File: src/rtl/riskv_dmem_wb_bridge.sv
// riskv_dmem_wb_bridge: rv32i data-port to Wishbone B4 classic bridge.
// Carries one access at a time. The core's strobe is frozen by busy until the
// bus cycle completes. Read data is registered and held for write-back.
// Optional bus watchdog: define RISKV_DBRIDGE_TIMEOUT_EN.
//
// state | meaning
// ------+-------------------------------------------------------------
// IDLE  | no access in flight; a strobe latches the request
// BUS   | Wishbone cycle open; waiting for ack/err (or watchdog expiry)
// DONE  | access finished; busy low for one cycle so the core advances
module riskv_dmem_wb_bridge #(
  parameter int          AW             = 32,
  parameter int          TIMEOUT_CYCLES = 255,
  parameter logic [31:0] ERR_RDATA      = 32'hFFFF_FFFF
) (
  input  logic          clk,
  input  logic          rst_n,
  input  logic [AW-1:0] mem_d_addr,
  input  logic [31:0]   mem_d_wdata,
  input  logic [3:0]    mem_d_wmask,
  input  logic          mem_d_wstrb,
  input  logic          mem_d_rstrb,
  output logic [31:0]   mem_d_rdata,
  output logic          mem_d_rbusy,
  output logic          mem_d_wbusy,
  output logic          wb_cyc_o,
  output logic          wb_stb_o,
  output logic          wb_we_o,
  output logic [AW-3:0] wb_adr_o,
  output logic [3:0]    wb_sel_o,
  output logic [31:0]   wb_dat_o,
  input  logic [31:0]   wb_dat_i,
  input  logic          wb_ack_i,
  input  logic          wb_err_i,
  output logic          bus_err
);

  typedef enum logic [1:0] {IDLE, BUS, DONE} state_t;

  state_t state, state_nxt;
  logic   cyc_q;
  logic   req_go;
  logic   fin;
  logic   fin_err;
  logic   to_hit;

  // Byte offset within a word is carried by wb_sel_o, not the address.
  logic unused_addr;
  assign unused_addr = ^mem_d_addr[1:0];

`ifdef RISKV_DBRIDGE_TIMEOUT_EN
  localparam int CW = (TIMEOUT_CYCLES > 255) ? $clog2(TIMEOUT_CYCLES + 1) : 8;
  logic [CW-1:0] to_cnt;

  assign to_hit = (state == BUS) && (to_cnt == CW'(TIMEOUT_CYCLES - 1));

  // Watchdog: counts BUS cycles, held at zero outside BUS.
  always_ff @(posedge clk) begin
    if (!rst_n)
      to_cnt <= '0;
    else if (state != BUS)
      to_cnt <= '0;
    else
      to_cnt <= to_cnt + CW'(1);
  end
`else
  logic unused_timeout;
  assign unused_timeout = ^TIMEOUT_CYCLES;
  assign to_hit = 1'b0;
`endif

  // Next state and completion decode; err outranks ack, ack outranks expiry.
  always_comb begin
    state_nxt = state;
    req_go    = 1'b0;
    fin       = 1'b0;
    fin_err   = 1'b0;
    case (state)
      IDLE: begin
        if (mem_d_wstrb || mem_d_rstrb) begin
          req_go    = 1'b1;
          state_nxt = (mem_d_wstrb && (mem_d_wmask == 4'b0000)) ? DONE : BUS;
        end
      end
      BUS: begin
        if (wb_err_i) begin
          fin       = 1'b1;
          fin_err   = 1'b1;
          state_nxt = DONE;
        end else if (wb_ack_i) begin
          fin       = 1'b1;
          state_nxt = DONE;
        end else if (to_hit) begin
          fin       = 1'b1;
          fin_err   = 1'b1;
          state_nxt = DONE;
        end
      end
      DONE:    state_nxt = IDLE;
      default: state_nxt = IDLE;
    endcase
  end

  // State, request latch, read-data capture and sticky error flag.
  always_ff @(posedge clk) begin
    if (!rst_n) begin
      state       <= IDLE;
      cyc_q       <= 1'b0;
      wb_we_o     <= 1'b0;
      wb_adr_o    <= '0;
      wb_sel_o    <= 4'b0000;
      wb_dat_o    <= 32'h0;
      mem_d_rdata <= 32'h0;
      bus_err     <= 1'b0;
    end else begin
      state <= state_nxt;
      cyc_q <= (state_nxt == BUS);
      if (req_go) begin
        wb_we_o  <= mem_d_wstrb;
        wb_adr_o <= mem_d_addr[AW-1:2];
        wb_sel_o <= mem_d_wstrb ? mem_d_wmask : 4'b1111;
        wb_dat_o <= mem_d_wdata;
      end
      if (fin && !wb_we_o)
        mem_d_rdata <= fin_err ? ERR_RDATA : wb_dat_i;
      if (fin_err)
        bus_err <= 1'b1;
    end
  end

  assign wb_cyc_o = cyc_q;
  assign wb_stb_o = cyc_q;

  // Busy drops in DONE so the still-high strobe cannot re-launch the access.
  assign mem_d_rbusy = rst_n && mem_d_rstrb && (state != DONE);
  assign mem_d_wbusy = rst_n && mem_d_wstrb && (state != DONE);

endmodule

File: config.mk
export PLATFORM = sky130hd
export DESIGN_NAME = riskv_dmem_wb_bridge
export DESIGN_NICKNAME = d
export VERILOG_FILES = /design/src/rtl/riskv_dmem_wb_bridge.sv
export SDC_FILE = /design/constraint.sdc
export NUM_CORES = 1
export LEC_CHECK = 0
export BUFFER_PORTS_ARGS = -buffer_cell sky130_fd_sc_hd__buf_2
export CELL_PAD_IN_SITES_DETAIL_PLACEMENT = 0
export CELL_PAD_IN_SITES_GLOBAL_PLACEMENT = 1
export CORE_UTILIZATION = 34
export DETAILED_ROUTE_END_ITERATION = 12
export PLACE_DENSITY_LB_ADDON = 0.1
export SYNTH_ARGS = -nofsm -noshare
export SYNTH_HDL_FRONTEND = slang
export SYNTH_SLANG_ARGS = --single-unit
File: constraint.sdc
create_clock -name clk -period 3.84 [get_ports clk]
set_input_delay 0.576 -clock clk [delete_from_list [all_inputs] [get_ports clk]]
set_output_delay 0.576 -clock clk [all_outputs]
set_load 0.01 [all_outputs]
==> flow_metrics.py <==
metrics = {
    "yosys": {
        "synth_top_family_by_area": "compound AO/OA/AOI/OAI gates",
        "number_of_synthesized_flops_with_an_enable_pin": 0,
        "synth_compound_area_share_pct": 31.1,
        "synthDominantAreaCellType": "dfxtp_1",
        "yosysUniqueCellTypes": 26,
        "avgSynthCellArea_um2": 9.74,
        "adder_cell_share_of_the_synthesized_area_pct": 0,
        "post_synth_main_area_contributors": "dfxtp_1 52%, a21boi_0 11%, o221a_1 8.6%",
        "postSynthRegisterBits": 103,
        "netlist.area_leader.share_pct": 52.4,
        "synth-async-reset-ratio_pct": 0,
        "simple_gate_portion_of_the_synthesized_area_pct": 10.7,
        "yosysSeqAreaShare_pct": 52.4,
        "synth.cell_area_um2": 3940,
        "synth_top_cells_by_count": "103 x dfxtp_1, 67 x o21ai_0, 65 x nand3_1",
        "synth_most_common_cell": "dfxtp_1",
        "post_synth_mux_area_share_pct": 0,
        "synthesis.nets": 510,
        "yosysWarningCount": 0,
        "synth_xor_xnor_area_share_pct": 0,
        "count_of_mapped_cells_out_of_synthesis": 404,
        "synth_flop_cell": "dfxtp_1",
    },
    "placement": {
        "dp_worst_setup_slack_ps": 1520,
        "postPlaceCellArea_um2": 5000,
        "gp_congestion": 0.712,
        "number_of_port_buffers": 207,
        "dp_hpwl_um": 7120,
    },
    "clock_network": {
        "clock_tree_from_tritoncts": "yes",
        "postCtsHoldBufs": 0,
        "htree_levels": 3,
        "cts_resized": 0,
        "library_cell_used_as_clock_root_buffer": "clkbuf_16",
        "clk_pin_slew_worst_paths_ps": 70,
        "tritoncts_num_sinks": 103,
        "numCtsBuffers": 9,
        "clk-insertion-delay-late_ps": 340,
        "postCtsSetupBuffers": 0,
        "cts.path.max_buffers": 2,
    },
    "cells_and_area": {
        "multi_input_comb_area_um2": 1670,
        "final_layout_size_suffix_gt1_share_pct": 41.0,
        "final_design_area_no_fill_um2": 5360,
        "final_nets": 686,
        "layout.filler_cells": 1091,
        "num_antenna_cells": 0,
        "final_core_utilization_pct": 48.4,
        "ff_latch_area_um2": 2060,
        "areaGrowthSynthToFinish_pct": 36.1,
    },
    "floorplanning": {
        "die-area_um2": 12000,
        "die-width_um": 110,
        "initial_core_utilization_pct": 35.5,
        "num_rows": 38,
        "die-height_um": 110,
        "design.portCount": 210,
        "core_region_area_um2": 11100,
    },
    "power_and_ir_drop": {
        "vdd_drop_max_v": 0.000369,
        "power_density_nw_per_um2": 530,
        "power.static_leakage_nw": 2.45,
        "report.power.total_mw": 2.84,
    },
    "sta": {
        "transition_time_of_the_tightest_slew_check_pin_ps": 1120,
        "setup_viol": 0,
        "hold_viol_final": 0,
        "tns_ps": 0,
        "slew_violations": 0,
        "layout_worst_path_cycle_share_pct": 54.7,
        "finalClockSkew_ps": 4.23,
        "maxClockFrequency_mhz": 476,
        "setup_slack_ps": 1740,
        "maxSlewHeadroom_pct": 25.5,
        "rsz0062_at_grt": "no",
        "post-route-min-period_ps": 2100,
    },
    "global_route": {
        "grt_pass1_vias": 3607,
        "track_usage_pct": 18.8,
        "grt_max_degree": 102,
        "grt_antenna_before_repair": 0,
        "gr-total-overflow": 0,
        "wire_length_of_the_first_global_routing_pass_um": 17600,
    },
    "critical_path": {
        "timing.critical_path.from_type": "register",
        "crit_path_max_fanout": 32,
        "setup.worst_path.end_class": "register",
        "critical_path_class": "reg -> reg",
        "worst_ep_arrival_time_ps": 2330,
        "worst-endpoint-required_ps": 4070,
    },
    "detailed_routing": {
        "drt-vias-per-instance": 5.18,
        "wl_per_cell_um": 15.6,
        "first_iter_violations": 289,
        "drt_first_pass_iters": 4,
        "via_count": 3758,
        "ant_nets": 0,
        "routed_wl_um": 11300,
        "drc": 0,
    },
    "hold_path": {
        "hold_path_class": "reg -> reg",
    },
    "run_status": {
        "status": "completed",
    },
    "job": {
        "drv_cap": 0,
    },
}
layout make-up:
| type | instances | share of cell area [%] |
|---|---|---|
| Sequential cell | 103 | 38.5 |
| Inverter | 4 | 0.280 |
| Multi-Input combinational cell | 250 | 31.2 |
| Clock inverter | 7 | 2.52 |
| Tap cell | 140 | 3.27 |
| Clock buffer | 9 | 4.20 |
| Timing Repair Buffer | 212 | 20.0 |
cells in the final DEF, fill, tap and decap left out, drive strengths merged, types with 2 or more instances in the layout:
| cell type | count |
|---|---|
| nand3 | 65 |
| or2 | 2 |
| clkbuf | 9 |
| nor2 | 6 |
| inv | 4 |
| dfxtp | 103 |
| buf | 212 |
| bufinv | 4 |
| o21ai | 67 |
| a21boi | 64 |
| nor2b | 2 |
| o221a | 35 |
| nand2b | 2 |
| clkinv | 3 |
| nor4 | 2 |
power by group:
part / switching (mW) / leakage (nW) / internal (mW)
logic: 0.296 / 1.42 / 0.216
clock network: 0.396 / 0.179 / 0.699
registers: 0.0517 / 0.849 / 1.18
total: 0.744 / 2.45 / 2.10
logic make-up after synthesis:
| kind of cell | Yosys count |
|---|---|
| AO/OA/AOI/OAI | 168 |
| flip-flops | 103 |
| AND/OR/NAND/NOR | 82 |
| buffers and inverters | 51 |
registers in the layout, indices dropped and copies added (netlist names):
signal,count
mem_d_rdata,32
state,2
wb_dat_o,32
wb_sel_o,4
bus_err,1
wb_we_o,1
wb_adr_o,30
wb_cyc_o,1
through the flow:
stage          hold WS, ps  instances
5_1_grt                470        725
3_3_place_gp           457        709
6_report               474        725
2_1_floorplan          497        404
4_1_cts                463        725
3_5_place_dp           464        709
worst paths after layout:
path	end	slack [ps]	depth (start not counted)	from
min reg2reg	wb_adr_o[27]$_SDFFE_PN0P_	470	2	wb_adr_o[27]$_SDFFE_PN0P_
min	wb_adr_o[27]$_SDFFE_PN0P_	470	2	wb_adr_o[27]$_SDFFE_PN0P_
max reg2reg	mem_d_rdata[8]$_SDFFE_PN0P_	1740	3	state[0]$_SDFF_PN0_
max	mem_d_rdata[8]$_SDFFE_PN0P_	1740	3	state[0]$_SDFF_PN0_
metal layers:
metal | vias to the layer above | wire length (µm) | global-route usage, %
met4 | 0 | 175 | 6.95
met3 | 14 | 1090 | 6.94
met1 | 1756 | 4730 | 21.7
met5 | - | 0 | 0
li1 | 1836 | - | -
met2 | 152 | 5350 | 31.9
critical path: stages, from the launching register on:
cell     delay (ps)
dfxtp_1         460
inv_2           100
or4_1           990
o221a_2         440
No activity file was read; power rests on OpenSTA's default activity.
